$ cat src/rtl/vga_frame_monitor_if.sv
// Signal bundle between the VGA display path (master) and the frame monitor (slave).
// Sync/pixel lines flow to the monitor. Measurements and status flow back.
interface vga_frame_monitor_if;
  logic        hsync_in;
  logic        vsync_in;
  logic        pixel_in;
  logic [10:0] h_period;
  logic [9:0]  v_lines;
  logic [18:0] lit_count;
  logic [9:0]  x_pos;
  logic [9:0]  y_pos;
  logic        in_active;
  logic        frame_done;
  logic        locked;
  logic        sync_error;

  modport master (
    output hsync_in, vsync_in, pixel_in,
    input  h_period, v_lines, lit_count, x_pos, y_pos, in_active,
           frame_done, locked, sync_error
  );

  modport slave (
    input  hsync_in, vsync_in, pixel_in,
    output h_period, v_lines, lit_count, x_pos, y_pos, in_active,
           frame_done, locked, sync_error
  );
endinterface

$ cat src/rtl/vga_frame_monitor.sv
// Receive-side VGA timing monitor: measures line period, line count and lit pixels per frame
// and tracks lock.
//   state     | meaning
//   S_SEARCH  | no frame reference yet (after reset or hsync timeout)
//   S_ACQUIRE | closing frames, counting consecutive matching (h_period, v_lines) pairs
//   S_LOCKED  | timing stable; a mismatching frame or timeout raises sync_error
module vga_frame_monitor #(
  parameter int H_START         = 184,
  parameter int V_START         = 19,
  parameter int H_VISIBLE       = 640,
  parameter int V_VISIBLE       = 480,
  parameter bit SYNC_ACTIVE_LOW = 1'b1,
  parameter int LOCK_FRAMES     = 2,
  parameter int TIMEOUT         = 4095
) (
  input logic                clk,
  input logic                reset,
  vga_frame_monitor_if.slave vif
);

  localparam int TW = $clog2(TIMEOUT + 2);
  localparam int MW = (LOCK_FRAMES > 1) ? $clog2(LOCK_FRAMES) : 1;

  localparam logic [11:0]   H_LO       = 12'(H_START);
  localparam logic [11:0]   H_HI       = 12'(H_START + H_VISIBLE);
  localparam logic [10:0]   V_LO       = 11'(V_START);
  localparam logic [10:0]   V_HI       = 11'(V_START + V_VISIBLE);
  localparam logic [9:0]    H_OFF      = 10'(H_START);
  localparam logic [9:0]    V_OFF      = 10'(V_START);
  localparam logic [TW-1:0] TO_LIM     = TW'(TIMEOUT);
  localparam logic [TW-1:0] TO_SAT     = TW'(TIMEOUT + 1);
  localparam logic [MW-1:0] MATCH_LAST = MW'(LOCK_FRAMES - 1);

  typedef enum logic [1:0] {
    S_SEARCH  = 2'd0,
    S_ACQUIRE = 2'd1,
    S_LOCKED  = 2'd2
  } state_t;

  state_t          state_q;
  logic [MW-1:0]   match_q;

  logic            hs_q, vs_q, px_q;
  logic            hs_prev_q, vs_prev_q;
  logic [10:0]     h_cnt_q, h_cnt_d;
  logic [9:0]      v_cnt_q, v_cnt_d;
  logic [10:0]     cand_q, cand_d;
  logic [18:0]     acc_q, acc_d;
  logic [TW-1:0]   to_cnt_q, to_cnt_d;

  logic [10:0]     h_period_q;
  logic [9:0]      v_lines_q;
  logic [18:0]     lit_q;
  logic            frame_done_q;
  logic            locked_q;
  logic            sync_err_q;

  logic            hs_edge, vs_edge;
  logic [10:0]     h_inc;
  logic [9:0]      v_inc;
  logic            in_act;
  logic            timeout;
  logic            pair_match;

  assign hs_edge = hs_q & ~hs_prev_q;
  assign vs_edge = vs_q & ~vs_prev_q;

  assign h_inc = (h_cnt_q == 11'h7FF) ? h_cnt_q : h_cnt_q + 11'd1;
  assign v_inc = (v_cnt_q == 10'h3FF) ? v_cnt_q : v_cnt_q + 10'd1;

  assign in_act = ({1'b0, h_cnt_q} >= H_LO) && ({1'b0, h_cnt_q} < H_HI) &&
                  ({1'b0, v_cnt_q} >= V_LO) && ({1'b0, v_cnt_q} < V_HI);

  // to_cnt_q counts clocks since the last hsync edge; past TIMEOUT the reference is lost
  assign timeout = !hs_edge && (to_cnt_q >= TO_LIM);

  always_comb begin
    h_cnt_d  = hs_edge ? 11'd0 : h_inc;
    cand_d   = hs_edge ? h_inc : cand_q;
    v_cnt_d  = v_cnt_q;
    if (vs_edge) begin
      v_cnt_d = 10'd0;
    end else if (hs_edge) begin
      v_cnt_d = v_inc;
    end
    acc_d = acc_q;
    if (vs_edge) begin
      acc_d = 19'd0;
    end else if (in_act && px_q && (acc_q != 19'h7FFFF)) begin
      acc_d = acc_q + 19'd1;
    end
    to_cnt_d = to_cnt_q;
    if (hs_edge) begin
      to_cnt_d = TW'(1);
    end else if (to_cnt_q != TO_SAT) begin
      to_cnt_d = to_cnt_q + TW'(1);
    end
  end

  // The frame-closing pair uses the forwarded candidate so a coincident hsync edge counts
  assign pair_match = (cand_d == h_period_q) && (v_inc == v_lines_q);

  always_ff @(posedge clk) begin
    if (reset) begin
      hs_q      <= 1'b0;
      vs_q      <= 1'b0;
      px_q      <= 1'b0;
      hs_prev_q <= 1'b0;
      vs_prev_q <= 1'b0;
      h_cnt_q   <= '0;
      v_cnt_q   <= '0;
      cand_q    <= '0;
      acc_q     <= '0;
      to_cnt_q  <= '0;
    end else begin
      hs_q      <= vif.hsync_in ^ SYNC_ACTIVE_LOW;
      vs_q      <= vif.vsync_in ^ SYNC_ACTIVE_LOW;
      px_q      <= vif.pixel_in;
      hs_prev_q <= hs_q;
      vs_prev_q <= vs_q;
      h_cnt_q   <= h_cnt_d;
      v_cnt_q   <= v_cnt_d;
      cand_q    <= cand_d;
      acc_q     <= acc_d;
      to_cnt_q  <= to_cnt_d;
    end
  end

  always_ff @(posedge clk) begin
    if (reset) begin
      state_q      <= S_SEARCH;
      match_q      <= '0;
      h_period_q   <= '0;
      v_lines_q    <= '0;
      lit_q        <= '0;
      frame_done_q <= 1'b0;
      locked_q     <= 1'b0;
      sync_err_q   <= 1'b0;
    end else begin
      frame_done_q <= 1'b0;
      sync_err_q   <= 1'b0;
      if (timeout) begin
        state_q    <= S_SEARCH;
        match_q    <= '0;
        locked_q   <= 1'b0;
        sync_err_q <= (state_q == S_LOCKED);
      end else if (vs_edge) begin
        case (state_q)
          S_SEARCH: begin
            state_q <= S_ACQUIRE;
            match_q <= '0;
          end
          S_ACQUIRE, S_LOCKED: begin
            frame_done_q <= 1'b1;
            h_period_q   <= cand_d;
            v_lines_q    <= v_inc;
            lit_q        <= acc_q;
            if (pair_match) begin
              if (state_q == S_ACQUIRE) begin
                if (match_q == MATCH_LAST) begin
                  state_q  <= S_LOCKED;
                  locked_q <= 1'b1;
                end else begin
                  match_q <= match_q + MW'(1);
                end
              end
            end else begin
              match_q <= '0;
              if (state_q == S_LOCKED) begin
                state_q    <= S_ACQUIRE;
                locked_q   <= 1'b0;
                sync_err_q <= 1'b1;
              end
            end
          end
          default: begin
            state_q  <= S_SEARCH;
            match_q  <= '0;
            locked_q <= 1'b0;
          end
        endcase
      end
    end
  end

  assign vif.h_period   = h_period_q;
  assign vif.v_lines    = v_lines_q;
  assign vif.lit_count  = lit_q;
  assign vif.in_active  = in_act;
  assign vif.x_pos      = in_act ? (h_cnt_q[9:0] - H_OFF) : 10'd0;
  assign vif.y_pos      = in_act ? (v_cnt_q - V_OFF) : 10'd0;
  assign vif.frame_done = frame_done_q;
  assign vif.locked     = locked_q;
  assign vif.sync_error = sync_err_q;

endmodule
$ cat src/flat_wrapper.sv
// flat-port wrapper written by rule: the top's interface ports become plain ports
module vga_frame_monitor_flat 
#(
  parameter int H_START         = 184,
  parameter int V_START         = 19,
  parameter int H_VISIBLE       = 640,
  parameter int V_VISIBLE       = 480,
  parameter bit SYNC_ACTIVE_LOW = 1'b1,
  parameter int LOCK_FRAMES     = 2,
  parameter int TIMEOUT         = 4095
)
  (clk, reset, vif_hsync_in, vif_vsync_in, vif_pixel_in, vif_h_period, vif_v_lines, vif_lit_count, vif_x_pos, vif_y_pos, vif_in_active, vif_frame_done, vif_locked, vif_sync_error);
  vga_frame_monitor_if vif_i ();
  input logic clk;
  input logic reset;
  input wire logic [$bits(vif_i.hsync_in)-1:0] vif_hsync_in;
  input wire logic [$bits(vif_i.vsync_in)-1:0] vif_vsync_in;
  input wire logic [$bits(vif_i.pixel_in)-1:0] vif_pixel_in;
  output wire logic [$bits(vif_i.h_period)-1:0] vif_h_period;
  output wire logic [$bits(vif_i.v_lines)-1:0] vif_v_lines;
  output wire logic [$bits(vif_i.lit_count)-1:0] vif_lit_count;
  output wire logic [$bits(vif_i.x_pos)-1:0] vif_x_pos;
  output wire logic [$bits(vif_i.y_pos)-1:0] vif_y_pos;
  output wire logic [$bits(vif_i.in_active)-1:0] vif_in_active;
  output wire logic [$bits(vif_i.frame_done)-1:0] vif_frame_done;
  output wire logic [$bits(vif_i.locked)-1:0] vif_locked;
  output wire logic [$bits(vif_i.sync_error)-1:0] vif_sync_error;
  assign vif_i.hsync_in = vif_hsync_in;
  assign vif_i.vsync_in = vif_vsync_in;
  assign vif_i.pixel_in = vif_pixel_in;
  assign vif_h_period = vif_i.h_period;
  assign vif_v_lines = vif_i.v_lines;
  assign vif_lit_count = vif_i.lit_count;
  assign vif_x_pos = vif_i.x_pos;
  assign vif_y_pos = vif_i.y_pos;
  assign vif_in_active = vif_i.in_active;
  assign vif_frame_done = vif_i.frame_done;
  assign vif_locked = vif_i.locked;
  assign vif_sync_error = vif_i.sync_error;
  vga_frame_monitor #(.H_START(H_START), .V_START(V_START), .H_VISIBLE(H_VISIBLE), .V_VISIBLE(V_VISIBLE), .SYNC_ACTIVE_LOW(SYNC_ACTIVE_LOW), .LOCK_FRAMES(LOCK_FRAMES), .TIMEOUT(TIMEOUT)) u_core (.clk(clk), .reset(reset), .vif(vif_i));
endmodule
$ cat config.mk
export PLATFORM = sky130hd
export DESIGN_NAME = vga_frame_monitor_flat
export DESIGN_NICKNAME = d
export VERILOG_FILES = /design/src/rtl/vga_frame_monitor_if.sv /design/src/rtl/vga_frame_monitor.sv /design/src/flat_wrapper.sv
export SDC_FILE = /design/constraint.sdc
export NUM_CORES = 1
export LEC_CHECK = 0
export CAP_MARGIN = 20
export CORE_UTILIZATION = 45
export DETAILED_ROUTE_END_ITERATION = 12
export PLACE_DENSITY = 0.72
export SLEW_MARGIN = 30
export SYNTH_ARGS = -nofsm -noshare
export SYNTH_HDL_FRONTEND = slang
export SYNTH_SLANG_ARGS = --single-unit
$ cat constraint.sdc
create_clock -name clk -period 3.3 [get_ports clk]
set_input_delay 0.99 -clock clk [delete_from_list [all_inputs] [get_ports clk]]
set_output_delay 0.99 -clock clk [all_outputs]
set_load 0.005 [all_outputs]
==> results_dict.tcl <==
set metrics [dict create \
    detail_route.first_pass.iterations 5 \
    postCtsHoldBufs 0 \
    cts_buffers 17 \
    viasPerCell 5.55 \
    skew_ns 0.00561 \
    peakVddDrop_uv 330 \
    finalSetupViolations 1 \
    clkPwrFrac_pct 54.0 \
    ys_seq_elements 115 \
    ys_seq_area_share_pct 37.4 \
    start_kind "flip-flop" \
    cts.htree.levels 4 \
    violations "negative setup slack" \
    fin_nets 871 \
    antenna_found_initial 0 \
    final_cell_mix "113 x dfxtp_1, 110 x nor2_1, 86 x nand2_1, 47 x a21oi_1, 47 x clkdlybuf4s50_1" \
    drt_iter0_drc 421 \
    setup_ws_ns -0.0348 \
    period_share_pct 101 \
    netlist-cell-type-count 64 \
    synth_area_um2 6150 \
    cts_tree "built" \
    hp-class "flip-flop to flip-flop" \
    combPwrFrac_pct 5.9 \
    initial_utilization_pct 46.3 \
    fin_crit_ns 3.33 \
    p_sw_uw 777 \
    maxCapViolCount 0 \
    wire_per_inst_um 15.7 \
    cts_max_path_buffers 2 \
    max_freq_ghz 0.300 \
    core_area_um2 13300 \
    slew_violations 0 \
    yosys-top-cells-area "dfxtp_1 37%, nor2_1 6.8%, xnor2_1 5.7%" \
    intPower_uw 2790 \
    drive_gt1_share_pct 14.3 \
    antenna-diode-count 0 \
    die_x_um 119 \
    status "complete, but fails checks" \
    path_cells "ha_4 -> o31a_1 -> nand4_1 -> nand2_1 -> a2111oi_1 -> clkdlybuf4s50_1" \
    fp-row-count 42 \
    ant_nets 0 \
    synth_flop_cell "dfxtp_1" \
    cp_max_fo 3 \
    avgSynthCellArea_um2 8.01 \
    rsz0062_at_grt "yes" \
    cp.required_ns 2.31 \
    pin_count 69 \
    dr_total_vias 5787 \
    synth_edf_count 0 \
    cp-end-kind "output pin" \
    cts.clk_slew.worst_paths_ns 0.05 \
    switching_share_pct 21.8 \
    gp_congestion 0.890 \
    cp_slowest_cell "clkdlybuf4s50_1" \
    grt_remaining_overflow 0 \
    grt_pass1_vias 5452 \
    slowest_delay_ns 0.57 \
    syn_inst 768 \
    final_common_cell "dfxtp_1" \
    arrival_ns 2.34 \
    clock_latency_ns 0.41 \
    cp_top_family "compound AO/OA/AOI/OAI gates" \
    cts-root-buf "clkbuf_16" \
    yosys_warnings 0 \
    yosys.area.top_type "dfxtp_1" \
    path_class "flip-flop to output pin" \
    grt_max_degree 42 \
    placed_area_um2 7140 \
    area_delta_synth_final_pct 27.2 \
    finalSetupTns_ns -0.0348 \
    grt_pass1_wl_um 27000 \
    dieHeight_um 119 \
    dp_hpwl_um 11000 \
    finalHoldViolations 0 \
    routed_wl_um 16400 \
    power_uw 3570 \
    leakage_uw 0.00284 \
    tightest_slew_ns 0.591 \
    slew_headroom_pct 60.1 \
    numPortBuffers 68 \
    synth_nets 785 \
    die_area_um2 14100 \
    cts.sinks 115 \
    grtUsageTotal_pct 23.8 \
    cp.buffers_inverters 1 \
    powerDensity_nw_per_um2 456 \
    drc 0 \
    synth_top_area_share_pct 37.4 \
    fin_area_um2 7820 \
    pwr-share-seq_pct 40.1 \
    synthArstFlopShare_pct 0 \
]
==> path summary, 6_finish.rpt <==
check,start,depth (start not counted),slack (ns),endpoint
max,u_core.v_cnt_q[0]$_SDFFE_PP0N_,6,-0.03,vif_y_pos[8]
min,u_core.vif.lit_count[13]$_SDFFE_PP0P_,2,0.45,u_core.vif.lit_count[13]$_SDFFE_PP0P_
max reg2reg,u_core.h_cnt_q[1]$_SDFF_PP0_,10,0.22,u_core.state_q[1]$_SDFFE_PP0P_
min reg2reg,u_core.vif.lit_count[13]$_SDFFE_PP0P_,2,0.45,u_core.vif.lit_count[13]$_SDFFE_PP0P_
==> final cells by class <==
cell class,count,area (um2)
clock buffers,21,460
multi-input cells,586,3630
well taps,176,220
clock inverters,10,156
flip-flops and latches,115,2300
fillers,1178,5470
inverters,21,81.3
repair buffers,113,970
==> routing by layer <==
metal,GRT usage [%],vias up,routed length (um)
met5,0,-,0
met3,5.46,25,972
met1,30.7,2714,7320
met4,8.31,0,291
met2,38.7,187,7770
li1,-,2861,-
==> registers in the layout, indices dropped and copies added (netlist names) <==
name                   count
u_core.vs_q                1
u_core.vif.locked          1
u_core.vif.h_period       11
u_core.match_q             1
u_core.vs_prev_q           1
u_core.vif.v_lines        10
u_core.to_cnt_q           13
u_core.hs_q                1
u_core.vif.frame_done      1
u_core.v_cnt_q            10
u_core.vif.lit_count      19
u_core.cand_q             11
u_core.h_cnt_q            11
u_core.hs_prev_q           1
u_core.px_q                1
u_core.state_q             2
u_core.acc_q              19
u_core.vif.sync_error      1
==> worst min-delay path: stages, from the launching register on <==
cell and delay [ns]:
dfxtp_1 0.31, nand2_1 0.05, a21oi_1 0.05
==> synth_stat cells, types with 3 or more instances <==
master and number:
nand2_1 86, or2_2 3, o31a_1 3, and2_1 7
nand3_1 43, clkbuf_1 26, or3_1 4, xor2_1 30
nand2b_1 6, nor2_1 112, buf_2 12, nor4_1 10
a21oi_1 48, a2111oi_0 3, and4_1 5, o21ai_0 16
and3_1 13, inv_1 21, buf_6 3, nor3_1 12
nand4_1 18, a211o_1 3, mux2i_1 12, dfxtp_1 115
a211oi_1 17, nor4b_1 4, nor2b_1 17, a31oi_1 7
xnor2_1 40, o31ai_1 4, o211ai_1 6, buf_4 3
o41ai_1 6, ha_1 12
==> cell families (layout without fill, tap and decap cells) <==
kind of cell,count (synthesis),count (layout),share of synthesized area [%]
flip-flops,115,115,37.4
AND/OR/NAND/NOR,356,356,28.3
AO/OA/AOI/OAI,133,133,14.4
buffers and inverters,67,165,4.88
adder cells (fa/ha/maj),12,12,2.44
XOR/XNOR,70,70,9.97
multiplexers,15,15,2.56
==> what timing repair did <==
item                                    CTS  global route
resized for setup                        22            58
endpoints found under the setup margin   21            24
pin swaps                                 0             6
buffers inserted                          1             6
gates cloned                              0             1
==> per-stage QoR <==
step | util [%] | std cells | hold WS (ns) | setup slack (ns)
after floorplan | - | 768 | 0.445 | 0.448
after global placement | 53.7 | 1003 | 0.444 | 0.141
after detailed placement | 53.7 | 1003 | 0.450 | 0.112
after CTS | 58.3 | 1035 | 0.458 | -0.192
after global routing | 58.8 | 1042 | 0.476 | -0.114
final | 58.8 | 1042 | 0.455 | -0.0348
==> power by group through the flow <==
| stage | registers (uW) | logic [uW] | clock network (uW) |
|---|---|---|---|
| finish | 1430 | 212 | 1930 |
| global route | 1430 | 233 | 2020 |
| CTS | 1430 | 210 | 1960 |
| detailed placement | 1460 | 209 | 0 |
| global placement | 1460 | 207 | 0 |
| floorplan | 1460 | 143 | 0 |
(Power assumes the default switching activity.)
==> RTL edit (same settings) <==
`SYNC_ACTIVE_LOW` is set to 1'b1 in 2 places; all go to 1'b0.
--- a/src/rtl/vga_frame_monitor.sv
+++ b/src/rtl/vga_frame_monitor.sv
@@ -9,7 +9,7 @@
   parameter int V_START         = 19,
   parameter int H_VISIBLE       = 640,
   parameter int V_VISIBLE       = 480,
-  parameter bit SYNC_ACTIVE_LOW = 1'b1,
+  parameter bit SYNC_ACTIVE_LOW = 1'b0,
   parameter int LOCK_FRAMES     = 2,
   parameter int TIMEOUT         = 4095
 ) (
--- a/src/flat_wrapper.sv
+++ b/src/flat_wrapper.sv
@@ -5,7 +5,7 @@
   parameter int V_START         = 19,
   parameter int H_VISIBLE       = 640,
   parameter int V_VISIBLE       = 480,
-  parameter bit SYNC_ACTIVE_LOW = 1'b1,
+  parameter bit SYNC_ACTIVE_LOW = 1'b0,
   parameter int LOCK_FRAMES     = 2,
   parameter int TIMEOUT         = 4095
 )
Check against the original RTL: not equivalent (a bounded check fails within 10 cycles, from zero or initial values and one cycle with reset high).
==> RTL edit against the unedited design <==
Fmax grew 3.5%. Wire length down 0.83%. Non-clock buffer count is 6 higher. Worst setup slack improved by 0.11 ns. Sequential share of layout area down 0.15 points. Combinational power is 3% higher. Clock power decreased by 12%. Total power is 6.5% lower. Area after synthesis is 0.43% higher. Sequential cell count unchanged. Utilization grew 0.29 points. Final area is 0.50% higher. Critical path type unchanged. Largest power group unchanged.
==> RTL edit: results (changes against the unedited design) <==
Parameter                              Value

Cells and area
  Antenna Diode Count ... 0 (unchanged)
  Count of filler cells inserted in the layout ... 1174 (-0.34%)
  Final layout net count ... 895 (+2.8%)
  Fraction of final layout cells sized beyond drive strength 1 ... 0.132 (-0.0108)

Placement
  Number of port buffers ... 68 (unchanged)
  Final Wtd Congestion ... 0.900 (+1.1%)
  Hpwl dp ... 11200 um (+2.0%)

Routing
  Router iterations before antenna repair ... 6 (+1)
  Violation count after the first detailed-route iteration ... 353 (-16%)
  Post-detailed-routing wire length ... 16200 um (-0.83%)
  Via count ... 6001 (+3.7%)

Critical path
  Register-to-register setup slack ... 0.15 ns (-0.07 ns)
  Worst-path cell with the longest stage delay ... dfxtp_2
  Delay of the slowest cell on the worst path ... 0.33 ns (-0.24 ns)
  Crit Path Max Fanout ... 9 (+6)
  Cell family with most CP delay ... compound AO/OA/AOI/OAI gates
  Critical path data arrival time ... 2.23 ns (-0.11 ns)
  Cell count of the worst reg-to-reg path ... 9 (-1)
  End of the worst register-to-register path ... u_core.state_q[0]
  Reg-to-reg startpoint ... u_core.h_cnt_q[6]

Synth
  Post-synthesis sequential area ratio ... 0.373 (-0.00159)
  Synth Net Count ... 808 (+2.9%)
  Cell types occupying the most area after synthesis ... dfxtp_1, nor2_1, a21oi_1
  Arithmetic-cell share of the synthesized area counting full adders, half adders and majority gates ... 0.0243 (-0.000104)
  Asr flop ratio synth ... 0 (unchanged)
  Multiplexer share of the synthesized area ... 0.00689 (-0.0187)
  Ranking of synthesized cells by instance count ... dfxtp_1, nor2_1, nand2_1
  Count of cell types in the netlist ... 72 (+13%)
  Compound-cell area share of the yosys netlist ... 0.181 (+0.0366)
  Number of warning messages in the yosys log ... 0 (unchanged)
  Xor and xnor fraction of the mapped netlist area ... 0.0723 (-0.0274)

Clock network
  Clock insertion delay at the later pin of the skew report ... about 0.42 ns
  Clk pin slew, worst setup/hold paths ... 0.06 ns
  Clock Path Buffers ... 2 (unchanged)
  Number of buffers created by CTS ... 17 (unchanged)
  Number of levels the H-tree was split into ... 4 (unchanged)
  Root buffer cell ... clkbuf_16

Timing
  Tightest hold margin ... 0.455 ns (+0.0000200 ns)
  Relative slew slack ... 0.460 (-0.141)
  Post-route clock skew ... 0.00512 ns (-0.000490 ns)

Global routing
  Pin count of the biggest net entering global routing ... 54 (+29%)
  Vias in the first global route ... 5389 (-1.2%)
  Global router's overall resource usage ... 0.235 (-0.00300)
  Wire length of the first global-routing pass ... 26500 um (-2.1%)
  Remaining global-route overflow ... 0 (unchanged)
  Number of antenna violations at the first check in global routing ... 0 (unchanged)

Hold path
  Hold Crit Depth ... 2 (unchanged)
  Beginning of the worst hold path ... u_core.vif.lit_count[5]
  HP Class ... reg2reg
  Hold worst-path end ... u_core.vif.lit_count[5]

Power and ir drop
  Leak Pwr ... 2.90 nW (+2.1%)
  Largest vdd supply drop ... 0.372 mV (+13%)

Status
  Run status ... completed
-- RTL edit: final cells by class --
class,instances,area share
Clock buffer,21,0.0598
Clock inverter,11,0.0100
Inverter,21,0.0100
Multi-Input combinational cell,604,0.467
Sequential cell,115,0.293
Tap cell,176,0.0280
Timing Repair Buffer,119,0.132
-- RTL edit: cells by family (layout without fill, tap and decap cells) --
| family | count (synthesis) | after routing |
|---|---|---|
| adders and majority gates | 12 | 12 |
| muxes | 4 | 4 |
| xor gates and xnor gates | 51 | 51 |
| AOI/OAI and AO/OA | 169 | 169 |
| and+or+nand+nor | 368 | 368 |
| DFF | 115 | 115 |
| buffers and inverters | 72 | 172 |
-- RTL edit: worst max-delay path by stage --
| stage | to | startpoint |
|---|---|---|
| after floorplan | vif_x_pos[5] | u_core.v_cnt_q[1] |
| after global placement | vif_y_pos[1] | u_core.h_cnt_q[3] |
| after global routing | u_core.match_q | u_core.v_cnt_q[0] |
| final | vif_y_pos[4] | u_core.h_cnt_q[4] |
| after CTS | vif_x_pos[5] | u_core.h_cnt_q[4] |
| after detailed placement | vif_y_pos[4] | u_core.h_cnt_q[3] |
-- RTL edit: metal layers --
metal  track usage  vias up  routed length, um
li1              -     2961                  -
met1         0.306     2794               7260
met2         0.367      208               7410
met3        0.0527       38               1080
met4         0.110        0                469
met5             0        -                  0
-- RTL edit: through the flow --
step / cells / setup TNS (ns) / setup WS, ns / cell area (um^2) / utilization
floorplan: 791 / 0 / 0.532 / 6180 / -
global placement: 1026 / -0.0146 / -0.0146 / 7190 / 0.541
detailed placement: 1028 / -0.148 / -0.0658 / 7200 / 0.542
CTS: 1065 / 0 / 0.000905 / 7820 / 0.588
global route: 1067 / 0 / 0.000790 / 7860 / 0.591
finish: 1067 / 0 / 0.0767 / 7860 / 0.591
-- RTL edit: worst reg2reg max path, stage by stage, from the launching register on --
cell and delay [ns]:
dfxtp_1 0.48, buf_4 0.22, and4_1 0.34, nand3_1 0.23
a31oi_1 0.36, xor2_1 0.16, a2111o_1 0.36, a2111oi_4 0.53
nand4_1 0.15, a41oi_1 0.23
-- RTL edit: where the power goes --
| part | switching [mW] | internal [mW] | total [mW] |
|---|---|---|---|
| Sequential | 0.0187 | 1.41 | 1.43 |
| Combinational | 0.132 | 0.0870 | 0.219 |
| Clock | 0.671 | 1.02 | 1.69 |
| Total | 0.822 | 2.51 | 3.34 |
-- RTL edit: repair_timing --
item | CTS | global route
cloned | 0 | 0
buffers inserted | 5 | 2
pin swaps | 5 | 4
gates resized for setup | 39 | 13
setup endpoints to repair | 21 | 8
